--- config.mk ---
export PLATFORM = sky130hd
export DESIGN_NAME = control_unit
export DESIGN_NICKNAME = d
export VERILOG_FILES = /design/src/rtl/cpu_ctrl_pkg.sv /design/src/rtl/instr_decoder.sv /design/src/rtl/control_unit.sv
export SDC_FILE = /design/constraint.sdc
export NUM_CORES = 1
export LEC_CHECK = 0
export ABC_AREA = 0
export CAP_MARGIN = 10
export CORE_ASPECT_RATIO = 1.2
export CORE_UTILIZATION = 35
export DETAILED_ROUTE_END_ITERATION = 12
export PLACE_DENSITY = 0.68
export SETUP_SLACK_MARGIN = 0.2
export SLEW_MARGIN = 20
export SYNTH_ARGS = -nofsm -noshare
export SYNTH_HDL_FRONTEND = slang
export SYNTH_SLANG_ARGS = --single-unit
--- constraint.sdc ---
create_clock -name Clock -period 1.5 [get_ports Clock]
set_input_delay 0.3 -clock Clock [delete_from_list [all_inputs] [get_ports Clock]]
set_output_delay 0.3 -clock Clock [all_outputs]
set_load 0.01 [all_outputs]
--- src/rtl/cpu_ctrl_pkg.sv ---
// Shared encodings for the fetch/decode/execute control unit: opcodes, datapath
// control codes, the sequencer state enum and small decode helpers.
package cpu_ctrl_pkg;

    localparam logic [3:0] OP_NOP = 4'h0;
    localparam logic [3:0] OP_LDI = 4'h1;
    localparam logic [3:0] OP_LD  = 4'h2;
    localparam logic [3:0] OP_ST  = 4'h3;
    localparam logic [3:0] OP_ALU = 4'h4;
    localparam logic [3:0] OP_BRA = 4'h5;
    localparam logic [3:0] OP_BEQ = 4'h6;
    localparam logic [3:0] OP_HLT = 4'h7;

    localparam logic [1:0] FS_DEC   = 2'b00;
    localparam logic [1:0] FS_INC   = 2'b01;
    localparam logic [1:0] FS_LOAD  = 2'b10;
    localparam logic [1:0] FS_CLEAR = 2'b11;

    localparam logic [1:0] ARF_PC     = 2'b00;
    localparam logic [1:0] ARF_AR     = 2'b01;
    localparam logic [1:0] ARF_SP     = 2'b10;
    localparam logic [1:0] ARF_PCPAST = 2'b11;

    localparam logic [3:0] ARF_RSEL_PC     = 4'b1000;
    localparam logic [3:0] ARF_RSEL_AR     = 4'b0100;
    localparam logic [3:0] ARF_RSEL_SP     = 4'b0010;
    localparam logic [3:0] ARF_RSEL_PCPAST = 4'b0001;

    localparam logic [3:0] ALU_PASS_A = 4'b0000;

    localparam logic [1:0] MUXA_ALU = 2'b00;
    localparam logic [1:0] MUXA_MEM = 2'b01;
    localparam logic [1:0] MUXA_IMM = 2'b10;
    localparam logic [1:0] MUXB_IMM = 2'b10;

    typedef enum logic [2:0] {
        ST_FETCH_L = 3'd0,
        ST_FETCH_H = 3'd1,
        ST_DECODE  = 3'd2,
        ST_EXEC    = 3'd3,
        ST_HALT    = 3'd4
    } state_e;

    // Register 0 maps to the MSB of the register-file write enable.
    function automatic logic [3:0] rf_onehot(input logic [1:0] reg_idx);
        logic [3:0] oh;
        case (reg_idx)
            2'd0:    oh = 4'b1000;
            2'd1:    oh = 4'b0100;
            2'd2:    oh = 4'b0010;
            2'd3:    oh = 4'b0001;
            default: oh = 4'b0000;
        endcase
        return oh;
    endfunction

    function automatic logic op_is_legal(input logic [3:0] op);
        return (op[3] == 1'b0);
    endfunction

endpackage

--- src/rtl/instr_decoder.sv ---
// Combinational instruction field extraction, destination one-hot and
// opcode legality check.
module instr_decoder
    import cpu_ctrl_pkg::*;
(
    input  logic [15:0] ir,
    output logic [3:0]  opcode,
    output logic [1:0]  rd,
    output logic [1:0]  rs1,
    output logic [1:0]  rs2,
    output logic [3:0]  alu_fn,
    output logic [3:0]  rd_onehot,
    output logic        legal
);

    logic unused_ir_s;

    assign opcode      = ir[15:12];
    assign rd          = ir[11:10];
    assign rs1         = ir[9:8];
    assign rs2         = ir[7:6];
    assign alu_fn      = ir[3:0];
    assign rd_onehot   = rf_onehot(ir[11:10]);
    assign legal       = op_is_legal(ir[15:12]);
    assign unused_ir_s = ^ir[5:4];

endmodule

--- src/rtl/control_unit.sv ---
// Multi-cycle fetch/decode/execute sequencer driving the ALUSystem datapath.
// Each micro-state holds for SETTLE+1 cycles; writes fire only in the last one.
module control_unit
    import cpu_ctrl_pkg::*;
#(
    parameter int SETTLE = 2
) (
    input  logic        Clock,
    input  logic        Reset,
    input  logic [15:0] IR_Out,
    input  logic [3:0]  ALU_ZCNO,
    output logic [1:0]  MuxASel,
    output logic [1:0]  MuxBSel,
    output logic        MuxCSel,
    output logic [2:0]  RF_OutASel,
    output logic [2:0]  RF_OutBSel,
    output logic [1:0]  RF_FunSel,
    output logic [3:0]  RF_TSel,
    output logic [3:0]  RF_RSel,
    output logic [3:0]  ALU_FunSel,
    output logic [1:0]  ARF_OutASel,
    output logic [1:0]  ARF_OutBSel,
    output logic [1:0]  ARF_FunSel,
    output logic [3:0]  ARF_RSel,
    output logic [1:0]  IR_Funsel,
    output logic        IR_Enable,
    output logic        IR_LH,
    output logic        Mem_WR,
    output logic        Mem_CS,
    output logic        Halted,
    output logic        Illegal
);

    localparam int CNT_W = (SETTLE > 0) ? $clog2(SETTLE + 1) : 1;
    localparam logic [CNT_W-1:0] CNT_LAST = CNT_W'(SETTLE);

    state_e           state_r;
    state_e           state_nxt_s;
    logic [CNT_W-1:0] cnt_r;
    logic             last_s;

    logic [3:0] opcode_s;
    logic [1:0] rd_s;
    logic [1:0] rs1_s;
    logic [1:0] rs2_s;
    logic [3:0] alu_fn_s;
    logic [3:0] rd_oh_s;
    logic       legal_s;
    logic       unused_zcno_s;

    logic [3:0] op_r;
    logic [1:0] rd_r;
    logic [1:0] rs1_r;
    logic [1:0] rs2_r;
    logic [3:0] fn_r;
    logic [3:0] rd_oh_r;

    instr_decoder u_dec (
        .ir        (IR_Out),
        .opcode    (opcode_s),
        .rd        (rd_s),
        .rs1       (rs1_s),
        .rs2       (rs2_s),
        .alu_fn    (alu_fn_s),
        .rd_onehot (rd_oh_s),
        .legal     (legal_s)
    );

    assign last_s        = (cnt_r == CNT_LAST);
    assign unused_zcno_s = ^ALU_ZCNO[2:0];

    // State register, settle counter and fields captured during DECODE.
    always_ff @(posedge Clock) begin
        if (Reset) begin
            state_r <= ST_FETCH_L;
            cnt_r   <= '0;
            op_r    <= 4'h0;
            rd_r    <= 2'd0;
            rs1_r   <= 2'd0;
            rs2_r   <= 2'd0;
            fn_r    <= 4'h0;
            rd_oh_r <= 4'b0000;
        end else begin
            state_r <= state_nxt_s;
            if ((state_nxt_s != state_r) || (state_r == ST_HALT)) begin
                cnt_r <= '0;
            end else begin
                cnt_r <= cnt_r + CNT_W'(1);
            end
            if (state_r == ST_DECODE) begin
                op_r    <= opcode_s;
                rd_r    <= rd_s;
                rs1_r   <= rs1_s;
                rs2_r   <= rs2_s;
                fn_r    <= alu_fn_s;
                rd_oh_r <= rd_oh_s;
            end else begin
                op_r    <= op_r;
                rd_r    <= rd_r;
                rs1_r   <= rs1_r;
                rs2_r   <= rs2_r;
                fn_r    <= fn_r;
                rd_oh_r <= rd_oh_r;
            end
        end
    end

    // Next-state selection; the opcode and Z flag are only consulted in DECODE.
    always_comb begin
        state_nxt_s = state_r;
        case (state_r)
            ST_FETCH_L: state_nxt_s = last_s ? ST_FETCH_H : ST_FETCH_L;
            ST_FETCH_H: state_nxt_s = last_s ? ST_DECODE : ST_FETCH_H;
            ST_DECODE: begin
                if (!legal_s) begin
                    state_nxt_s = ST_FETCH_L;
                end else begin
                    case (opcode_s)
                        OP_HLT:  state_nxt_s = ST_HALT;
                        OP_NOP:  state_nxt_s = ST_FETCH_L;
                        OP_BEQ:  state_nxt_s = ALU_ZCNO[3] ? ST_EXEC : ST_FETCH_L;
                        default: state_nxt_s = ST_EXEC;
                    endcase
                end
            end
            ST_EXEC:    state_nxt_s = last_s ? ST_FETCH_L : ST_EXEC;
            ST_HALT:    state_nxt_s = ST_HALT;
            default:    state_nxt_s = ST_FETCH_L;
        endcase
    end

    // Moore output decode; Reset forces every control line to its idle value.
    always_comb begin
        MuxASel     = 2'b00;
        MuxBSel     = 2'b00;
        MuxCSel     = 1'b0;
        RF_OutASel  = 3'b000;
        RF_OutBSel  = 3'b000;
        RF_FunSel   = 2'b00;
        RF_TSel     = 4'b0000;
        RF_RSel     = 4'b0000;
        ALU_FunSel  = 4'b0000;
        ARF_OutASel = 2'b00;
        ARF_OutBSel = 2'b00;
        ARF_FunSel  = 2'b00;
        ARF_RSel    = 4'b0000;
        IR_Funsel   = 2'b00;
        IR_Enable   = 1'b0;
        IR_LH       = 1'b0;
        Mem_WR      = 1'b0;
        Mem_CS      = 1'b1;
        Halted      = 1'b0;
        Illegal     = 1'b0;
        if (Reset) begin
            Mem_CS = 1'b1;
        end else begin
            case (state_r)
                ST_FETCH_L, ST_FETCH_H: begin
                    ARF_OutBSel = ARF_PC;
                    Mem_CS      = 1'b0;
                    IR_LH       = (state_r == ST_FETCH_H);
                    IR_Funsel   = FS_LOAD;
                    IR_Enable   = last_s;
                    ARF_RSel    = last_s ? ARF_RSEL_PC : 4'b0000;
                    ARF_FunSel  = last_s ? FS_INC : FS_DEC;
                end
                ST_DECODE: Illegal = ~legal_s;
                ST_EXEC: begin
                    case (op_r)
                        OP_LDI: begin
                            MuxASel   = MUXA_IMM;
                            RF_FunSel = last_s ? FS_LOAD : FS_DEC;
                            RF_RSel   = last_s ? rd_oh_r : 4'b0000;
                        end
                        OP_LD: begin
                            ARF_OutBSel = ARF_AR;
                            Mem_CS      = 1'b0;
                            MuxASel     = MUXA_MEM;
                            RF_FunSel   = last_s ? FS_LOAD : FS_DEC;
                            RF_RSel     = last_s ? rd_oh_r : 4'b0000;
                        end
                        OP_ST: begin
                            RF_OutASel  = {1'b0, rd_r};
                            MuxCSel     = 1'b0;
                            ALU_FunSel  = ALU_PASS_A;
                            ARF_OutBSel = ARF_AR;
                            Mem_CS      = 1'b0;
                            Mem_WR      = last_s;
                        end
                        OP_ALU: begin
                            RF_OutASel = {1'b0, rs1_r};
                            RF_OutBSel = {1'b0, rs2_r};
                            MuxCSel    = 1'b0;
                            ALU_FunSel = fn_r;
                            MuxASel    = MUXA_ALU;
                            RF_FunSel  = last_s ? FS_LOAD : FS_DEC;
                            RF_RSel    = last_s ? rd_oh_r : 4'b0000;
                        end
                        OP_BRA, OP_BEQ: begin
                            MuxBSel    = MUXB_IMM;
                            ARF_FunSel = last_s ? FS_LOAD : FS_DEC;
                            ARF_RSel   = last_s ? ARF_RSEL_PC : 4'b0000;
                        end
                        default: MuxASel = 2'b00;
                    endcase
                end
                ST_HALT: Halted = 1'b1;
                default: Mem_CS = 1'b1;
            endcase
        end
    end

endmodule

Word-level counts from Yosys, hierarchy flattened
Cells that the tools add are included.
{ "word_totals": {"elab_cells": 93, "output_inout_bits": 43, "regBits": 23, "in_bits": 22} }
{ "op_classes": {"reduce_logical": 9, "n_mux": 58, "add_sub_neg": 1, "n_eq_ne": 17} }
{ "op_table": {"columns": ["op", "count"], "rows": [
  ["$mux W2", 21],
  ["$mux W4", 10],
  ["$eq A4 B3 Y1 const B", 5],
  ["$mux W1", 18],
  ["$pmux W4 S4", 1],
  ["$pmux W3 S5", 1],
  ["$pmux W2 S2", 3],
  ["$pmux W3 S3", 1],
  ["$eq A4 B2 Y1 const B", 2],
  ["$pmux W4 S2", 1],
  ["$reduce_or A2 Y1", 4],
  ["$eq A2 B2 Y1 const B", 3],
  ["$eq A3 B2 Y1 const B", 2],
  ["$eq A4 B1 Y1 const B", 1],
  ["$logic_not A4 Y1", 1],
  ["$eq A3 B1 Y1 const B", 1],
  ["$eq A3 B3 Y1 const B", 1],
  ["$logic_not A3 Y1", 1],
  ["$mux W3", 1],
  ["$ne A3 B3 Y1", 1],
  ["$reduce_or A3 Y1", 1],
  ["$add A2 B1 Y2 const B", 1],
  ["$eq A2 B1 Y1 const B", 1],
  ["$logic_not A2 Y1", 1],
  ["2 further kinds", 2]
]} }

Logic depth before layout (Yosys ltp)
{ "depth": {"depth_word": 7, "depth_mapped": 5, "depth_no_buf": 4} }

Cells and area by module
A second synthesis with hierarchy kept.
{ "unflattened": {"cells_unflattened": 187, "area_unflattened_um2": 1437.6} }
{ "modules_own_cells": {"columns": ["module", "area_each_um2", "n_inst", "cells_each"], "rows": [
  ["control_unit", 1302.5, 1, 168],
  ["instr_decoder", 135.1, 1, 19]
]} }

Worst setup path after synthesis
Ideal clock, no wire load.
{ "synth_path": {"path_kind": "input-to-output", "start": "in Reset", "end": "out MuxASel[0]", "cell_stages": 4, "arrival_ps": 1392, "path_slack_ps": -192, "cell_sequence": "buf_6 > nand4bb_1 > nor4b_2 > nor2b_1"} }
{ "synth_via": {"elab_chain_len": 1} }
{ "synth_lines": {"columns": ["element", "line_no", "source"], "rows": [
  ["start, declared", "control_unit.sv:9", "input logic Reset,"],
  ["$mux W2", "control_unit.sv:154", "if (Reset) begin"],
  ["end, declared", "control_unit.sv:12", "output logic [1:0] MuxASel,"]
]} }
No other way between the ends.

Worst setup path after layout
{ "layout_path": {"start": "reg op_r[0]", "end": "out RF_RSel[0]"} }
{ "layout_via": {"elab_chain_len": 5, "word_cells_on_any_way": 7, "classes_between": "3 x eq/ne; 3 x mux; 1 x reduce/logical"} }
{ "layout_lines": {"columns": ["element", "line_no", "source"], "rows": [
  ["start, declared", "control_unit.sv:51", "logic [3:0] op_r;"],
  ["start signal, assigned", "control_unit.sv:91", "op_r <= opcode_s;"],
  ["start signal, assigned", "control_unit.sv:98", "op_r <= op_r;"],
  ["$eq A4 B2 Y1 (tied with other cells)", "control_unit.sv:169", "case (op_r)"],
  ["$reduce_or A3 Y1 (no source line) *", null, null],
  ["$mux W4 *", null, null],
  ["$mux W4 *", "control_unit.sv:157", "case (state_r)"],
  ["$mux W4 *", "control_unit.sv:154", null],
  ["end, declared", "control_unit.sv:19", "output logic [3:0] RF_RSel,"]
]} }
Mark *: on every way between the ends. The rest lies on a longest branch, timed or not.

==> reports/results.ini <==
[final_layout]
nets=296
syn2layout_area_growth_pct=117.1
antennaDiodeCount=0
mostFrequentLayoutCell=buf_6
final_cell_mix=buf_6 (43), buf_4 (31), nand2_1 (19), conb_1 (16)
drive_above_1_share_pct=68.75
final_area_sq_um=2893
fin_util_pct=79.61

[route]
dr.pass1.iters=4
post_drt_via_cell_ratio=4.988
drt_wl_total_mm=5.666
vias=1616
wl_per_cell_um=17.49
antenna_left=0
drt-initial-drc-count=55
drc=0

[die]
start_util_pct=36.67
die_x_um=58.33
rows=24
dieArea_sq_um=4059
io_pins=65
die_h_um=69.59
core_sq_um=3633

[hold_path]
worstHoldPathCells=1
hp-class=reg -> reg

[run_status]
violations=setup timing
status=finished, violations left

[yosys]
synthAdderAreaFrac_pct=0.9390
synth_compound_area_share_pct=11.55
yosys.area_share.simple_pct=35.68
yosysUniqueCellTypes=40
avgSynthCellArea_sq_um=7.932
synthMuxAreaShare_pct=0
ys_warn_count=0
syn_area_sq_um=1333
synth_top_family_by_area=simple AND/OR/NAND/NOR gates
synth_xor_area_share_pct=1.315
synth_cells=168
ys_seq_elements=23
ys_seq_area_share_pct=34.55

[setup_path]
reg2regPathDepth=7
critPathSlowestCell=dfxtp_4
cp.buffers_inverters=1
critical_path_class=reg -> out
cp.arrival_ns=1.58
critPathMaxStageDelay_ns=0.40
crit_chain=or3b_4 -> o21a_4 -> nor3b_4 -> buf_2
worstPathMaxFanout=5
worstSetupPathDepth=4
cp.required_ns=1.20
crit_family=simple AND/OR/NAND/NOR gates
crit_path_end_kind=output pin
start_kind=flop

[clock_tree]
cts_hold_buf=0
cts.sinks=23
clockBufferDepth=2
path_clk_slew_ns=0.09
clk_latency_ns=0.26
htree_num_levels=1
cts-root-buf=clkbuf_8
cts_buffers=3
cts_tree=built

[power_and_ir_drop]
p_leak_nw=1.250
irDropWorstVdd_mv=0.6217
power.density_nw_per_um2=580.6
p_total_w=0.001680

[global_route]
met1_usage_pct=28.49
antenna_found_initial=0
grt.busiest_layer=met2
overflow=0
met2_usage_pct=47.13
grt_pass1_wl_mm=7.838
grtUsageMet3_pct=3.731
grtUsageTotal_pct=25.15
grt_pass1_vias=1546
grt_max_degree=14

[timing]
hold_slack_ns=0.4402
fin_crit_ns=1.875
setup_violations=48
timing.fmax_mhz=533.3
drv_slew=0
rsz0062_at_grt=yes
worst_slack_ns=-0.3752
hold_viol_final=0
finalCritPeriodShare_pct=125.0
fin_skew_ns=0.002848

[place]
postPlaceCellArea_sq_um=2073
io_buffer_count=43
hpwl_mm=2.648
place.gp.congestion=0.7575

[run]
max_cap_viol_count=0

-- final timing paths --
path / endpoint / slack [ns] / startpoint
min reg2reg: cnt_r[0] / 0.44 / cnt_r[0]
min: cnt_r[0] / 0.44 / cnt_r[0]
max: RF_RSel[0] / -0.38 / op_r[0]
max reg2reg: rd_oh_r[3] / -0.29 / state_r[0]
-- cells by family (layout without fill, tap and decap cells) --
kind of cell	Yosys count	after routing
AND/OR/NAND/NOR	84	84
buffers and inverters	31	120
AO/OA/AOI/OAI	26	26
flip-flops	23	23
XOR/XNOR	2	2
adder cells (fa/ha/maj)	1	1
other	1	16
-- final cells by class --
| class | count | area, sq um |
|---|---|---|
| Clock buffer | 3 | 41.29 |
| Clock inverter | 1 | 5.005 |
| Fill cell | 219 | 740.7 |
| Inverter | 4 | 17.52 |
| Multi-Input combinational cell | 129 | 1152 |
| Sequential cell | 23 | 483.0 |
| Tap cell | 52 | 65.06 |
| Timing Repair Buffer | 112 | 1129 |
-- flip-flops by register name, summed over array words and instances, names as in the netlist --
signal   count
rd_oh_r      4
state_r      3
cnt_r        2
rd_r         2
rs1_r        2
rs2_r        2
op_r         4
fn_r         4
-- metrics by stage --
step	TNS, ns	instances	worst slack (ns)
after global routing	-13.09	324	-0.4340
after CTS	-6.786	310	-0.3628
final	-10.79	324	-0.3752
after global placement	-21.86	280	-0.8596
after floorplan	-0.1172	183	-0.07842
after detailed placement	-22.50	280	-0.8987
-- report_power, final --
group          total [W]  leakage [nW]  internal, W  switching, W
Clock           0.000399        0.0255     0.000186      0.000214
Sequential      0.000665         0.191     0.000636     0.0000296
Combinational   0.000615          1.03     0.000348      0.000267
-- cell usage after synthesis --
master,n,area (sq um)
nand2_1,35,131.4
dfxtp_1,23,460.4
a21oi_1,18,90.09
buf_4,18,135.1
and3_1,7,43.79
nor2_1,6,22.52
clkbuf_1,4,15.01
inv_1,4,15.01
nand3_1,4,20.02
nor3_1,4,20.02
nor3b_1,4,30.03
buf_6,3,33.78
nor2b_1,3,18.77
nor4_1,3,18.77
a22oi_1,2,15.01
and2_1,2,12.51
nand3b_1,2,15.01
nor4b_1,2,17.52
nor4b_2,2,30.03
or3_1,2,12.51
a31o_2,1,8.760
and4bb_2,1,12.51
buf_2,1,5.000
clkbuf_2,1,5.000
conb_1,1,3.750
ha_1,1,12.51
nand4bb_1,1,11.26
nor3_2,1,10.01
nor3b_2,1,12.51
nor4bb_1,1,10.01
o2111ai_1,1,8.760
o211ai_1,1,7.510
o21a_1,1,7.510
o21bai_1,1,7.510
o311ai_0,1,8.760
or2_2,1,6.260
or3b_1,1,8.760
or3b_4,1,11.26
xnor2_1,1,8.760
xor2_1,1,8.760
-- timing repair --
action,4_1_cts,5_1_grt
endpoints found under the setup margin,50,50
gates resized for setup,190,48
cloned,4,0
buffers inserted,22,14
pin swaps,39,38
-- routing by layer --
metal / vias to the layer above / routed length [um]
met5: - / 0
met4: 0 / 153
met3: 12 / 197
met2: 56 / 3050
met1: 795 / 2265
li1: 753 / -
No activity file was read; power rests on OpenSTA's default activity.
